$ cat src/rtl/nn_inference_sequencer_if.sv
// Handshake and result bus between the inference sequencer, the network
// probability read port and the display logic.
interface nn_inference_sequencer_if #(
    parameter int unsigned IDX_W  = 4,
    parameter int unsigned PROB_W = 16
);
    logic              Start;
    logic              Busy;
    logic              Nn_Compute;
    logic              Nn_Done;
    logic [IDX_W-1:0]  Prob_Index;
    logic [PROB_W-1:0] Prob_Data;
    logic              Result_Valid;
    logic [IDX_W-1:0]  Result_Class;
    logic [PROB_W-1:0] Result_Prob;
    logic              Timeout_Err;

    modport master (
        input  Start, Nn_Done, Prob_Data,
        output Busy, Nn_Compute, Prob_Index, Result_Valid, Result_Class,
               Result_Prob, Timeout_Err
    );

    modport slave (
        output Start, Nn_Done, Prob_Data,
        input  Busy, Nn_Compute, Prob_Index, Result_Valid, Result_Class,
               Result_Prob, Timeout_Err
    );
endinterface

$ cat src/rtl/nn_inference_sequencer.sv
// Runs one neural_network inference: compute pulse, watchdog-guarded wait,
// indexed scan of class probabilities, and argmax result publication.
module nn_inference_sequencer #(
    parameter int unsigned N_CLASSES      = 10,
    parameter int unsigned PROB_W         = 16,
    parameter int unsigned IDX_W          = 4,
    parameter int unsigned TIMEOUT_CYCLES = 1000000
) (
    input  logic                     Clk,
    input  logic                     Reset_n,
    nn_inference_sequencer_if.master bus
);
    localparam int unsigned WD_W = $clog2(TIMEOUT_CYCLES);
    localparam logic [WD_W-1:0]  WD_LAST  = WD_W'(TIMEOUT_CYCLES - 1);
    localparam logic [IDX_W-1:0] IDX_LAST = IDX_W'(N_CLASSES - 1);
    localparam logic [IDX_W-1:0] IDX_ONE  = IDX_W'(1);

    typedef enum logic [2:0] {IDLE, PULSE, WAIT, SCAN, LAST, DONE} state_e;

    state_e             state_q, state_d;
    logic               busy_q, busy_d;
    logic               compute_q, compute_d;
    logic [IDX_W-1:0]   idx_q, idx_d;
    logic               valid_q, valid_d;
    logic [IDX_W-1:0]   cls_q, cls_d;
    logic [PROB_W-1:0]  prb_q, prb_d;
    logic [IDX_W-1:0]   best_cls_q, best_cls_d;
    logic [PROB_W-1:0]  best_prb_q, best_prb_d;
    logic               to_q, to_d;
    logic [WD_W-1:0]    wd_q, wd_d;

    // Next-state and next-output decode; every output is a registered copy.
    always_comb begin
        state_d    = state_q;
        idx_d      = idx_q;
        valid_d    = valid_q;
        cls_d      = cls_q;
        prb_d      = prb_q;
        best_cls_d = best_cls_q;
        best_prb_d = best_prb_q;
        to_d       = to_q;
        wd_d       = wd_q;

        unique case (state_q)
            IDLE: begin
                if (bus.Start) begin
                    state_d = PULSE;
                end
            end
            PULSE: begin
                state_d = WAIT;
            end
            WAIT: begin
                // Completion wins over an expiring watchdog in the same cycle.
                if (bus.Nn_Done) begin
                    state_d = SCAN;
                    idx_d   = '0;
                end else if (wd_q == WD_LAST) begin
                    state_d = IDLE;
                    to_d    = 1'b1;
                end else begin
                    wd_d = wd_q + WD_W'(1);
                end
            end
            SCAN: begin
                if (idx_q == IDX_LAST) begin
                    state_d = LAST;
                end else begin
                    idx_d = idx_q + IDX_ONE;
                end
                // Prob_Data lags the index by one cycle: it belongs to idx_q-1.
                if (idx_q == IDX_ONE) begin
                    best_cls_d = '0;
                    best_prb_d = bus.Prob_Data;
                end else if (idx_q != '0 && bus.Prob_Data > best_prb_q) begin
                    best_cls_d = idx_q - IDX_ONE;
                    best_prb_d = bus.Prob_Data;
                end
            end
            LAST: begin
                state_d = DONE;
                if (bus.Prob_Data > best_prb_q) begin
                    best_cls_d = idx_q;
                    best_prb_d = bus.Prob_Data;
                end
            end
            DONE: begin
                if (bus.Start) begin
                    state_d = PULSE;
                end else begin
                    valid_d = 1'b1;
                    cls_d   = best_cls_q;
                    prb_d   = best_prb_q;
                end
            end
            default: begin
                state_d = IDLE;
            end
        endcase

        // Entering PULSE starts a fresh run.
        if (state_d == PULSE) begin
            valid_d = 1'b0;
            to_d    = 1'b0;
            wd_d    = '0;
        end

        compute_d = (state_d == PULSE);
        busy_d    = (state_d == PULSE) || (state_d == WAIT) ||
                    (state_d == SCAN)  || (state_d == LAST);
    end

    always_ff @(posedge Clk or negedge Reset_n) begin
        if (!Reset_n) begin
            state_q    <= IDLE;
            busy_q     <= 1'b0;
            compute_q  <= 1'b0;
            idx_q      <= '0;
            valid_q    <= 1'b0;
            cls_q      <= '0;
            prb_q      <= '0;
            best_cls_q <= '0;
            best_prb_q <= '0;
            to_q       <= 1'b0;
            wd_q       <= '0;
        end else begin
            state_q    <= state_d;
            busy_q     <= busy_d;
            compute_q  <= compute_d;
            idx_q      <= idx_d;
            valid_q    <= valid_d;
            cls_q      <= cls_d;
            prb_q      <= prb_d;
            best_cls_q <= best_cls_d;
            best_prb_q <= best_prb_d;
            to_q       <= to_d;
            wd_q       <= wd_d;
        end
    end

    assign bus.Busy         = busy_q;
    assign bus.Nn_Compute   = compute_q;
    assign bus.Prob_Index   = idx_q;
    assign bus.Result_Valid = valid_q;
    assign bus.Result_Class = cls_q;
    assign bus.Result_Prob  = prb_q;
    assign bus.Timeout_Err  = to_q;
endmodule
$ cat src/flat_wrapper.sv
// flat-port wrapper written by rule: the top's interface ports become plain ports
module nn_inference_sequencer_flat 
#(
    parameter int unsigned N_CLASSES      = 10,
    parameter int unsigned PROB_W         = 16,
    parameter int unsigned IDX_W          = 4,
    parameter int unsigned TIMEOUT_CYCLES = 1000000
)
  (Clk, Reset_n, bus_Start, bus_Nn_Done, bus_Prob_Data, bus_Busy, bus_Nn_Compute, bus_Prob_Index, bus_Result_Valid, bus_Result_Class, bus_Result_Prob, bus_Timeout_Err);
  nn_inference_sequencer_if #(.IDX_W(IDX_W), .PROB_W(PROB_W)) bus_i ();
  input  logic Clk;
  input  logic Reset_n;
  input wire logic [$bits(bus_i.Start)-1:0] bus_Start;
  input wire logic [$bits(bus_i.Nn_Done)-1:0] bus_Nn_Done;
  input wire logic [$bits(bus_i.Prob_Data)-1:0] bus_Prob_Data;
  output wire logic [$bits(bus_i.Busy)-1:0] bus_Busy;
  output wire logic [$bits(bus_i.Nn_Compute)-1:0] bus_Nn_Compute;
  output wire logic [$bits(bus_i.Prob_Index)-1:0] bus_Prob_Index;
  output wire logic [$bits(bus_i.Result_Valid)-1:0] bus_Result_Valid;
  output wire logic [$bits(bus_i.Result_Class)-1:0] bus_Result_Class;
  output wire logic [$bits(bus_i.Result_Prob)-1:0] bus_Result_Prob;
  output wire logic [$bits(bus_i.Timeout_Err)-1:0] bus_Timeout_Err;
  assign bus_i.Start = bus_Start;
  assign bus_i.Nn_Done = bus_Nn_Done;
  assign bus_i.Prob_Data = bus_Prob_Data;
  assign bus_Busy = bus_i.Busy;
  assign bus_Nn_Compute = bus_i.Nn_Compute;
  assign bus_Prob_Index = bus_i.Prob_Index;
  assign bus_Result_Valid = bus_i.Result_Valid;
  assign bus_Result_Class = bus_i.Result_Class;
  assign bus_Result_Prob = bus_i.Result_Prob;
  assign bus_Timeout_Err = bus_i.Timeout_Err;
  nn_inference_sequencer #(.N_CLASSES(N_CLASSES), .PROB_W(PROB_W), .IDX_W(IDX_W), .TIMEOUT_CYCLES(TIMEOUT_CYCLES)) u_core (.Clk(Clk), .Reset_n(Reset_n), .bus(bus_i));
endmodule
$ cat config.mk
export PLATFORM = sky130hd
export DESIGN_NAME = nn_inference_sequencer_flat
export DESIGN_NICKNAME = d
export VERILOG_FILES = /design/src/rtl/nn_inference_sequencer_if.sv /design/src/rtl/nn_inference_sequencer.sv /design/src/flat_wrapper.sv
export SDC_FILE = /design/constraint.sdc
export NUM_CORES = 1
export LEC_CHECK = 0
export CAP_MARGIN = 30
export CORE_MARGIN = 8
export CORE_UTILIZATION = 49
export DETAILED_ROUTE_END_ITERATION = 10
export HOLD_SLACK_MARGIN = 0.05
export MAX_ROUTING_LAYER = met4
export PLACE_DENSITY_LB_ADDON = 0.12
export SYNTH_ARGS = -nofsm -noshare
export SYNTH_HDL_FRONTEND = slang
export SYNTH_SLANG_ARGS = --single-unit
$ cat constraint.sdc
create_clock -name Clk -period 6.6 [get_ports Clk]
set_input_delay 1.32 -clock Clk [delete_from_list [all_inputs] [get_ports Clk]]
set_output_delay 1.32 -clock Clk [all_outputs]
set_load 0.03 [all_outputs]
## Yosys cells after proc, flatten, opt, wreduce, memory -nomap -nowiden

Cells that the tools add are included.

- Memories kept: 0
- Input bits: 20
- Word-level logic and storage cells: 80
- RAM bits: 0
- Memory bits (read-only): 0
- Output and inout bits: 28
- Bits in latches: 0
- Flip-flop bits (word level): 71

- Reduce and logical (&&, ||, !) cells: 18
- Order comparisons: 1
- Add/subtract/negate cells: 3
- Bitwise operators: 1
- Eq/ne operators: 19
- Shifts and indexed selects: 0
- Div/mod/pow operators: 0
- Multiplexer cells: 27
- $mul: 0

Operators with widths:

| kind | number |
|---|---|
| $mux W20 | 4 |
| $mux W16 | 3 |
| $pmux W16 S2 | 1 |
| $add A20 B1 Y20 const B | 1 |
| $eq A20 B20 Y1 const B | 1 |
| $mux W4 | 5 |
| $gt A16 B16 Y1 | 1 |
| $pmux W4 S2 | 2 |
| $pmux W3 S5 | 1 |
| $eq A3 B2 Y1 const B | 4 |
| $mux W3 | 4 |
| $reduce_and A3 Y1 | 4 |
| $reduce_bool A2 Y1 | 5 |
| $eq A3 B3 Y1 const B | 3 |
| $ne A2 B1 Y1 const B | 4 |
| $mux W1 | 7 |
| $eq A3 B1 Y1 const B | 2 |
| $add A4 B1 Y4 const B | 1 |
| $eq A4 B1 Y1 const B | 1 |
| $eq A4 B4 Y1 const B | 1 |
| $ne A2 B2 Y1 const B | 2 |
| $reduce_and A2 Y1 | 2 |
| $reduce_bool A4 Y1 | 1 |
| $sub A4 B1 Y4 const B | 1 |
| 6 further kinds | 8 |

## Longest topological paths before layout

- Depth in word-level cells: 8
- Depth in mapped cells: 10
- Mapped depth without buffers: 7

## Worst setup path before layout

No wires, ideal clock.

- Path type: input-to-reg
- Start: in bus_Prob_Data[10]
- End: reg u_core.best_cls_q[2]
- Data arrival time: 2.881 ns
- Data required time: 6.513 ns
- Buffers on the path: 1
- Slack: 3.633 ns
- Cell stages on the path: 7
- Cells stage by stage: ha_1 > and4_1 > and3_1 > a21oi_1 > buf_2 > mux2_2 > o211ai_1

- Longest elaborated chain between the ends: 4
- Elaborated cells between the ends (all ways): 5
- Those cells by class: 1 x order compare; 2 x eq/ne; 2 x reduce/logical

RTL lines:

| what | line | RTL |
|---|---|---|
| from (decl) | flat_wrapper.sv:15 | `input wire logic [$bits(bus_i.Prob_Data)-1:0] bus_Prob_Data;` |
| $gt A16 B16 Y1 * | nn_inference_sequencer.sv:75, nn_inference_sequencer.sv:82 |  |
| $logic_and A1 B1 Y1 | nn_inference_sequencer.sv:75 | `end else if (idx_q != '0 && bus.Prob_Data > best_prb_q) begin` |
| $ne A3 B1 Y1 (no line) | -- |  |
| $reduce_and A3 Y1 (no line) * | -- |  |
| to (signal assigned) | nn_inference_sequencer.sv:134 | `best_cls_q <= best_cls_d;` |
| to (decl) | nn_inference_sequencer.sv:27 | `logic [IDX_W-1:0] best_cls_q, best_cls_d;` |

Mark *: on every way between the ends. The rest lies on a longest branch, timed or not.
A chain may end at the register's enable or synchronous reset.

## Worst setup path in the final report

- Start: in bus_Prob_Data[13]
- End: reg u_core.best_prb_q[1]

- Longest elaborated chain between the ends: 4
- Elaborated cells between the ends (all ways): 5
- Those cells by class: 1 x order compare; 2 x eq/ne; 2 x reduce/logical

RTL lines:

| what | line | RTL |
|---|---|---|
| $gt A16 B16 Y1 * | nn_inference_sequencer.sv:75, nn_inference_sequencer.sv:82 |  |
| $logic_and A1 B1 Y1 | nn_inference_sequencer.sv:75 |  |
| $ne A3 B1 Y1 (no line) | -- |  |
| $reduce_and A3 Y1 (no line) * | -- |  |
| to (signal assigned) | nn_inference_sequencer.sv:135 | `best_prb_q <= best_prb_d;` |
| to (decl) | nn_inference_sequencer.sv:28 | `logic [PROB_W-1:0] best_prb_q, best_prb_d;` |

Marked as above.

==> impl_metrics.yaml <==
outcome:
  outcome: "complete, no violations"
yosys:
  yosysWarnings: 0
  yosysUniqueCellTypes: 52
  synth_edf_count: 0
  synth_nets: 505
  synthTopCellsByArea: "dfrtp_1, mux2_2, ha_1"
  synth-main-ff-cell: "dfrtp_1"
  netlist_area_um2: 4380
  postSynthAreaPerCell_um2: 9.45
  synth-async-reset-ratio_pct: 100
  netlist_instances: 464
  synth_top_cell_by_area: "dfrtp_1"
  synth_top_cell_area_share_pct: 40.5
  seq_area_frac_synth_pct: 40.5
  ys_seq_elements: 71
floorplan:
  die_h_um: 111
  initial_core_util_pct: 50.3
  pin_count: 48
  coreArea_um2: 8720
  die-area_um2: 12200
  rows: 34
  dieWidth_um: 111
drt:
  viasPerCell: 5.91
  drt-initial-drc-count: 195
  drtAntennaViolNets: 0
  drt_wl_total_um: 10400
  vias: 3612
  drc: 0
  wire_per_inst_um: 17.0
  drt_pass1_iterations: 4
global_routing:
  first_global_vias: 3507
  globalRoute.totalOverflow: 0
  grt_pass1_wl_um: 17400
  antenna_found_initial: 0
  grtUsageTotal_pct: 17.2
  grt_max_degree: 72
timing:
  worst_pin_slew_ns: 0.995
  period_share_pct: 67.0
  hold_viol: 0
  rsz0062_at_grt: "false"
  fin_skew_ns: 0.0134
  period_minus_slack_ns: 4.42
  slew_headroom_pct: 33.5
  finalSetupTns_ns: 0
  slew_viol_final: 0
  max_freq_ghz: 0.226
  setup_violations: 0
  fin_ws_ns: 2.18
clock_network:
  cts_resized: 0
  cts_sinks: 71
  postCtsSetupBuffers: 0
  clockBufferDepth: 2
  cts-htree-levels: 3
  hold_buffers: 0
  tritoncts: "yes"
  cts-root-buf: "clkbuf_8"
  clk_pin_slew_ns: 0.08
  numCtsBuffers: 9
  clk_latency_ns: 0.36
layout:
  nNetsFinal: 539
  drive_above_1_share_pct: 14.3
  areaGrowthSynthToFinish_pct: 19.1
  diodes: 0
  fin_area_um2: 5220
  post-route-util_pct: 59.9
  instances_no_fill: 611
critical_path:
  r2r_start: "u_core.best_prb_q[13]"
  r2r-end: "u_core.best_prb_q[1]"
  r2r_slack_ns: 3.20
  crit_slowest_cell: "and3_1"
  worst_setup_path_start_kind: "primary input"
  reg2reg_depth: 8
  timing_worst_setup_path_type: "primary input to flip-flop"
  arrival_ns: 4.63
  worstPathMaxFanout: 23
  max_stage_delay_ns: 0.84
  worstPathCellList: "clkdlybuf4s50_1, ha_1, and4_1, buf_4, nand3_1, o211a_1, and3_1, o211ai_1"
  cp-end-kind: "flip-flop"
  cpLargestDelayFamily: "simple AND/OR/NAND/NOR gates"
  required_ns: 6.81
  path_buf_inv: 2
placement:
  placed_area_um2: 4950
  post-dp-hpwl_um: 7140
  place_congestion: 0.820
  dp_slack_ns: 1.87
  dp.cells: 594
  port_buffers: 47
pwr:
  p_leak_nw: 2.22
  vdd_drop_max_mv: 0.226
  p_per_area_nw_per_um2: 444
hold_path:
  hold_depth: 1
  min_to: "u_core.bus.Result_Prob[15]"
  holdCritStartpoint: "u_core.best_prb_q[15]"
  hold_class: "flip-flop to flip-flop"
job:
  maxCapViolCount: 0
[where the power goes]
| part | leakage, nW | switching, mW | internal [mW] |
|---|---|---|---|
| Clock | 0.123 | 0.182 | 0.252 |
| Combinational | 1.17 | 0.694 | 0.518 |
| Sequential | 0.926 | 0.109 | 0.565 |
[final cells by class]
cell class                      instances  area [µm²]
Tap cell                              108         135
Clock buffer                            9         124
Clock inverter                          7         121
Inverter                               27         101
Timing Repair Buffer                   55         566
Fill cell                             781        3500
Sequential cell                        71        1780
Multi-Input combinational cell        334        2400
[how the worst max path moves through the flow]
stage	start	to	slack, ns	cells past startpoint
floorplan	bus_Prob_Data[10]	u_core.best_cls_q[2]	3.63	7
global placement	bus_Prob_Data[15]	u_core.best_prb_q[9]	1.98	8
detailed placement	bus_Prob_Data[13]	u_core.best_prb_q[1]	1.87	8
CTS	bus_Prob_Data[13]	u_core.best_prb_q[1]	2.22	8
global route	bus_Prob_Data[13]	u_core.best_cls_q[0]	2.07	8
finish	bus_Prob_Data[13]	u_core.best_prb_q[1]	2.18	8
[kinds of logic after synthesis]
family / synth area share [%]
AND/OR/NAND/NOR: 20.1
AO/OA/AOI/OAI: 15.1
flip-flops: 40.5
buffers and inverters: 5.42
multiplexers: 10.4
adder cells (fa/ha/maj): 5.99
XOR/XNOR: 2.40
[layer usage]
| layer | routed length (µm) | track usage, % | vias up |
|---|---|---|---|
| met5 | 0 | - | - |
| met4 | 194 | 7.57 | 0 |
| met3 | 358 | 3.25 | 15 |
| met2 | 4840 | 26.1 | 72 |
| met1 | 5020 | 22.0 | 1759 |
| li1 | - | - | 1766 |
[flip-flops by register name (all words and copies together) (netlist names)]
name and flops:
u_core.wd_q 20, u_core.best_prb_q 16, u_core.bus.Result_Prob 16, u_core.best_cls_q 4, u_core.bus.Prob_Index 4, u_core.bus.Result_Class 4, u_core.state_q 3, u_core.bus.Busy 1
u_core.bus.Nn_Compute 1, u_core.bus.Result_Valid 1, u_core.bus.Timeout_Err 1
[cell usage in the layout (no fill, tap or decap), drive strengths merged, types with 9 or more instances in the layout]
cell / n
clkdlybuf4s50: 46
o21ai: 12
inv: 27
ha: 21
dfrtp: 71
buf: 9
nor2: 20
mux2: 36
o211ai: 21
xnor2: 11
nand2: 36
nand4: 25
clkbuf: 9
nand3: 28
a21oi: 35
[cells in the mapped netlist (all sizes together), types with 2 or more instances]
cell,instances
nor2,20
nor3,7
clkbuf,23
or4,4
ha,21
a21bo,2
buf,9
a2111oi,2
a22o,3
nor3b,4
o31ai,3
nand3,28
o211a,2
nand2,36
nand4,25
a21o,4
nor2b,3
xnor2,11
a21oi,35
o21ai,12
nor4,4
a21boi,5
a211oi,7
and3,3
mux2,36
nand4b,2
and2,2
and4,7
inv,27
dfrtp,71
or3,5
or3b,2
mux2i,5
o211ai,21
[per-stage QoR]
step	hold WS, ns	power (mW)
finish	0.507	2.32
global route	0.513	2.48
CTS	0.511	2.33
detailed placement	0.496	1.89
global placement	0.487	1.81
floorplan	0.479	1.54
Power figures use the tool's default switching activity.
